===== config.mk =====
export PLATFORM = sky130hd
export DESIGN_NAME = instr_fetch_unit
export DESIGN_NICKNAME = d
export VERILOG_FILES = /design/src/rtl/riscv_pkg.sv /design/src/rtl/fetch_next_pc.sv /design/src/rtl/instr_fetch_unit.sv
export SDC_FILE = /design/constraint.sdc
export NUM_CORES = 1
export LEC_CHECK = 0
export ABC_AREA = 1
export CORE_MARGIN = 2
export CORE_UTILIZATION = 36
export CTS_BUF_LIST = sky130_fd_sc_hd__clkbuf_8 sky130_fd_sc_hd__clkbuf_16
export DETAILED_ROUTE_END_ITERATION = 7
export GPL_ROUTABILITY_DRIVEN = 1
export MAX_ROUTING_LAYER = met4
export PLACE_DENSITY_LB_ADDON = 0.2
export SETUP_SLACK_MARGIN = 0.05
export SYNTH_ARGS = -nofsm -noshare
export SYNTH_HDL_FRONTEND = slang
export SYNTH_SLANG_ARGS = --single-unit
export TNS_END_PERCENT = 10

===== constraint.sdc =====
create_clock -name clk -period 6.9 [get_ports clk]
set_input_delay 2.07 -clock clk [delete_from_list [all_inputs] [get_ports clk]]
set_output_delay 2.07 -clock clk [all_outputs]
set_load 0.1 [all_outputs]

===== src/rtl/riscv_pkg.sv =====
// riscv_pkg: shared core constants, opcodes and fetch state encoding
package riscv_pkg;
  localparam int XLEN = 32;
  localparam logic [6:0] OP_R      = 7'b0110011;
  localparam logic [6:0] OP_I      = 7'b0010011;
  localparam logic [6:0] OP_LOAD   = 7'b0000011;
  localparam logic [6:0] OP_STORE  = 7'b0100011;
  localparam logic [6:0] OP_BRANCH = 7'b1100011;
  localparam logic [6:0] OP_JAL    = 7'b1101111;
  localparam logic [6:0] OP_JALR   = 7'b1100111;
  localparam logic [6:0] OP_LUI    = 7'b0110111;
  localparam logic [6:0] OP_AUIPC  = 7'b0010111;
  localparam logic [31:0] NOP      = 32'h0000_0013;
  typedef enum logic [1:0] {IDLE, REQ, WAIT, VALID} fetch_state_t;
endpackage


===== src/rtl/fetch_next_pc.sv =====
// fetch_next_pc: next-PC select (hold / pc+4 / aligned redirect) and misalignment detect
module fetch_next_pc #(
  parameter int XLEN = 32
) (
  input  logic [XLEN-1:0] pc,
  input  logic            advance,
  input  logic            redirect_valid,
  input  logic [XLEN-1:0] redirect_pc,
  output logic [XLEN-1:0] next_pc,
  output logic            misaligned
);
  // redirect wins over sequential advance, which wins over hold
  always_comb begin
    next_pc = redirect_valid ? {redirect_pc[XLEN-1:2], 2'b00} : advance ? pc + XLEN'(4) : pc;
    misaligned = redirect_valid & |redirect_pc[1:0];
  end
endmodule


===== src/rtl/instr_fetch_unit.sv =====
// instr_fetch_unit: PC owner, imem req/gnt/rvalid fetch FSM and decode holding register
module instr_fetch_unit #(
  parameter int              XLEN     = 32,
  parameter logic [XLEN-1:0] RESET_PC = '0
) (
  input  logic            clk,
  input  logic            rst,
  output logic            imem_req,
  output logic [XLEN-1:0] imem_addr,
  input  logic            imem_gnt,
  input  logic            imem_rvalid,
  input  logic [31:0]     imem_rdata,
  input  logic            redirect_valid,
  input  logic [XLEN-1:0] redirect_pc,
  output logic            id_valid,
  input  logic            id_ready,
  output logic [31:0]     id_inst,
  output logic [XLEN-1:0] id_pc,
  output logic [XLEN-1:0] id_pc_plus4,
  output logic [6:0]      id_opcode,
  output logic [2:0]      id_funct3,
  output logic [6:0]      id_funct7,
  output logic [4:0]      id_rd,
  output logic [4:0]      id_rs1,
  output logic [4:0]      id_rs2,
  output logic            misaligned_err
);
  import riscv_pkg::*;
  fetch_state_t state, state_d;
  logic [XLEN-1:0] pc, next_pc;
  logic discard, discard_d, capture, misaligned;
  fetch_next_pc #(.XLEN(XLEN)) u_next_pc (
    .pc(pc),
    .advance(state == VALID && id_ready),
    .redirect_valid(redirect_valid),
    .redirect_pc(redirect_pc),
    .next_pc(next_pc),
    .misaligned(misaligned)
  );
  // next state; a redirect with a fetch in flight marks its response for dropping
  always_comb begin
    state_d = state;
    discard_d = discard;
    capture = 1'b0;
    case (state)
      IDLE: state_d = REQ;
      REQ: if (imem_gnt) begin
        state_d = WAIT;
        discard_d = redirect_valid;
      end
      WAIT: if (imem_rvalid) begin
        capture = !(discard || redirect_valid);
        state_d = capture ? VALID : REQ;
        discard_d = 1'b0;
      end else if (redirect_valid) discard_d = 1'b1;
      default: if (id_ready || redirect_valid) state_d = REQ;
    endcase
  end
  // state, PC and holding register
  always_ff @(posedge clk or posedge rst) begin
    if (rst) begin
      state <= IDLE;
      pc <= RESET_PC;
      discard <= 1'b0;
      misaligned_err <= 1'b0;
      id_inst <= '0;
      id_pc <= '0;
    end else begin
      state <= state_d;
      pc <= next_pc;
      discard <= discard_d;
      misaligned_err <= misaligned_err | misaligned;
      if (capture) begin
        id_inst <= imem_rdata;
        id_pc <= pc;
      end
    end
  end
  // outputs derive from registers only
  always_comb begin
    imem_req = state == REQ;
    imem_addr = pc;
    id_valid = state == VALID;
    id_pc_plus4 = id_pc + XLEN'(4);
    id_opcode = id_inst[6:0];
    id_funct3 = id_inst[14:12];
    id_funct7 = id_inst[31:25];
    id_rd = id_inst[11:7];
    id_rs1 = id_inst[19:15];
    id_rs2 = id_inst[24:20];
  end
endmodule


* After elaboration in Yosys (flattened, before gate mapping) *
Index checks and enable logic that the tools add are counted.

word-level totals
  register bits after elaboration = 100
  output and inout bits = 163
  logic and storage cells = 40

operators by class
  add/sub/neg operators = 2
  equality and inequality tests = 6
  multiplexer cells = 13
  bitwise gates (word level) = 2
  reductions and logical operators = 11

operators by type and width
  kind                   count
  $add 32x3->32 const B  2
  $mux 32                2
  $mux 2                 4
  $pmux 2 s3             1
  $reduce_and 3->1       2
  $mux 1                 5
  $eq 2x2->1 const B     2
  $reduce_bool 2->1      2
  $reduce_bool 4->1      1
  $ne 3x3->1 const B     1
  $eq 2x1->1 const B     1
  $logic_not 2->1        1
  $logic_or 1x1->1       2
  $ne 2x1->1 const B     1
  $ne 2x2->1 const B     1
  $pmux 1 s2             1
  $reduce_or 2->1        1
  $and 1x1->1            1
  $logic_and 1x1->1      1
  $logic_not 1->1        1
  $or 1x1->1             1

* Depth between registers and ports, before layout *
  depth after elaboration = 4
  gate-level depth with buffers = 10
  mapped depth without buffers = 10

* Cells and area by module *
Synthesis repeated with hierarchy kept, for this count alone.

second synthesis, totals
  cell total of the unflattened synthesis = 796
  area total of the unflattened synthesis = 5870.6 um^2

modules (own cells, without submodules)
  module            instances  cells each  area an instance (um^2)  seq. area each (um^2)
  instr_fetch_unit  1          535         4588.2                   2502.4
  fetch_next_pc     1          261         1282.5                   0.0

* Least setup slack after synthesis *
No wires, ideal clock.

  kind = flip-flop to output port
  start point = register id_pc[2]
  end point = output port id_pc_plus4[24]
  arrival = 3.399 ns
  data required time = 4.830 ns
  path slack = 1.431 ns
  stages on the path, launching flop included = 9
  cells stage by stage = dfrtp_1 > ha_1 > nand2_1 > inv_1 > nand2_1 > nor2_4 > nand3_2 > nor2_2 > xor2_1

between the ends
  longest elaborated chain between the ends = 1

ends and longest elaborated chain
  what                    line                    text
  from (decl)             instr_fetch_unit.sv:18  output logic [XLEN-1:0] id_pc,
  from (signal assigned)  instr_fetch_unit.sv:75  id_pc <= pc;
  $add 32x3->32           instr_fetch_unit.sv:84  id_pc_plus4 = id_pc + XLEN'(4);
  to (decl)               instr_fetch_unit.sv:19  output logic [XLEN-1:0] id_pc_plus4,

Every way passes these cells.

* Worst setup path after layout *
  start point = register id_pc[2]
  end point = output port id_pc_plus4[26]

Same word-level chain as after synthesis.

==> run_results.csv <==
group,metric,value,unit
run_status,status,"complete, no violations",
clock_tree,cts_resized,0,
sta,fin_skew,0.008070,ns
global_routing,grt_pass1_wl,28430,um
sta,hold_violations,0,
global_routing,grt_antenna_before_repair,0,
sta,fin_crit_sh,74.25,%
critical_path,end_kind,"output pin",
cells_and_area,fillers,1559,
sta,maxSlewViolCount,0,
placed_design,hpwl,13810,um
critical_path,cp.required,4.83,ns
synthesis,yosys-top-cells-count,"nand2_1 (221), dfrtp_1 (96), inv_1 (86), nor2_1 (60), o21ai_0 (58)",
critical_path,crit_fanout,5,
critical_path,timing_worst_setup_path_type,"reg2out",
global_routing,grt_usage,21.10,%
clock_tree,clk_latency,0.35,ns
min_path,hold_path.class,"reg2reg",
critical_path,r2r_end,"id_inst[6]",
critical_path,crit_path_start_kind,"flop",
synthesis,synth_top_cell_area_share,41.21,%
synthesis,ys_seq_area_share,41.21,%
floorplan,fp.dieW,131.3,um
route,ant_nets,0,
floorplan,core-area,15830,um2
synthesis,syn_inst,763,
placed_design,portBuffers,226,
sta,max_freq,0.1952,GHz
synthesis,yosysTopAreaCell,"dfrtp_1",
floorplan,dieHeight,131.3,um
critical_path,r2r_cells,6,
global_routing,grt_max_degree,92,
critical_path,crit_start,"id_pc[2]",
floorplan,placementRows,46,
sta,rsz0062_at_grt,"no",
clock_tree,root_buffer,"clkbuf_16",
synthesis,ys_types,38,
synthesis,synthTopCellsByArea,"dfrtp_1 (41%), nand2_1 (14%), mux2_1 (6.0%), inv_1 (5.5%), o21ai_0 (5.0%)",
synthesis,ys_seq_elements,96,
global_routing,overflow,0,
sta,finalSetupViolations,0,
global_routing,grt_pass1_vias,5232,
cells_and_area,insertedDiodeCount,0,
critical_path,r2r_setup_slack,4.64,ns
cells_and_area,area_growth,42.43,%
route,drt_iter0_markers,325,
synthesis,synthesis.area,5829,um2
route,route.detailed.drc,0,
critical_path,crit_end,"id_pc_plus4[26]",
cells_and_area,layout-drive-gt1-share,4.603,%
synthesis,yosysMostFrequentCell,"nand2_1",
flow_run,maxCapViolCount,0,
route,routed_wl,17600,um
sta,fin_crit,5.124,ns
clock_tree,cts_hold_buf,0,
route,viasPerCell,4.716,
cells_and_area,nets,1027,
floorplan,initial_core_util,36.83,%
synthesis,synth_edf_count,0,
cells_and_area,multi_input_area,2725,um2
clock_tree,h-tree-depth,3,
synthesis,synth-warning-count,0,
route,dr.pass1.iters,4,
synthesis,syn_avg_cell_area,7.640,um2
critical_path,r2r_start,"state[0]",
synthesis,synth-main-ff-cell,"dfrtp_1",
placed_design,finalWeightedCongestion,0.9026,
clock_tree,path_clk_slew,0.07,ns
clock_tree,post_cts_buffers,0,
floorplan,die-area,17230,um2
clock_tree,clock-sinks,96,
critical_path,crit_arrival,3.05,ns
route,num_vias,5527,
route,wl_per_cell,15.02,um
sta,tns,0,ns
clock_tree,cts_tree,"done",
sta,slew_headroom,30.36,%
floorplan,io_pins,233,
min_path,worstHoldPathCells,1,
synthesis,synth-async-reset-ratio,100.0,%
sta,tightest_slew,1.041,ns
cells_and_area,register_area,2402,um2
sta,hold_ws,0.4822,ns
clock_tree,cts_buffers,9,
clock_tree,clock_path_buffers,2,
-- registers in the layout (all words and copies together) (netlist names) --
name,count
discard,1
id_inst,32
id_pc,30
imem_addr,30
misaligned_err,1
state,2
-- worst min-delay path by stage --
stage	from	endpoint	slack (ns)
floorplan	discard	discard	0.52
global placement	misaligned_err	misaligned_err	0.47
detailed placement	misaligned_err	misaligned_err	0.46
CTS	misaligned_err	misaligned_err	0.49
global route	misaligned_err	misaligned_err	0.52
finish	misaligned_err	misaligned_err	0.48
-- metal layers --
layer	up-vias	GRT usage, %	routed length (um)
met4	0	5.978	238
li1	2768	-	-
met1	2560	28.70	8100
met3	17	3.125	919
met5	-	-	0
met2	182	32.95	8344
-- cell type report --
cell class	instances	share of cell area, %
Inverter	88	4.008
Clock inverter	7	0.6631
Tap cell	216	3.255
Multi-Input combinational cell	526	32.82
Clock buffer	9	2.712
Sequential cell	96	28.93
Timing Repair Buffer	230	27.61
-- critical path: stages (launching register included) --
cell and delay, ns:
dfrtp_1 0.42, ha_1 0.20, nand2_1 0.11, inv_1 0.09, nand2_1 0.11, nor2_4 0.17
nand3_2 0.13, nor2_2 0.17, nand3b_1 0.10, nand2_1 0.07, clkdlybuf4s50_1 1.13
-- cell families after synthesis --
kind of cell,Yosys count,share of synthesized area (%)
AOI/OAI and AO/OA,79,7.340
xor gates and xnor gates,24,3.606
adders and majority gates,6,1.288
buffers and inverters,146,12.36
DFF,96,41.21
muxes,32,6.181
other,1,0.06433
and+or+nand+nor,379,27.95
-- metrics by stage --
step / worst slack (ns) / util, % / instance area, um2 / std cells
detailed placement: 2.152 / 50.69 / 8023 / 1156
floorplan: 1.431 / - / 5848 / 768
global placement: 2.210 / 50.69 / 8023 / 1156
global route: 1.549 / 52.46 / 8303 / 1172
finish: 1.776 / 52.46 / 8303 / 1172
CTS: 1.751 / 52.46 / 8303 / 1172
-- cells in the final DEF (no fill, tap or decap), types with 2 or more instances in the layout --
cell               n
ha_1               6
conb_1             6
nor2_4             2
buf_4              4
inv_1             86
nor3_1            11
nand3b_1           3
clkdlybuf4s50_1  226
a31oi_1            4
nand2_1          221
nand4_1           10
clkinvlp_4         3
a21oi_1            5
or2_2              2
inv_2              2
nor2_2             9
o21ai_0           58
nor2_1            60
clkbuf_16          9
mux2_1            31
nand3_1           52
o211ai_1           6
xor2_1            15
xnor2_1            9
nor3_2             2
nand2_2            3
a211oi_1           2
dfrtp_1           96
Power is not shown: default switching activity piles up to over one toggle a cycle in this logic, so the estimate is an artifact.
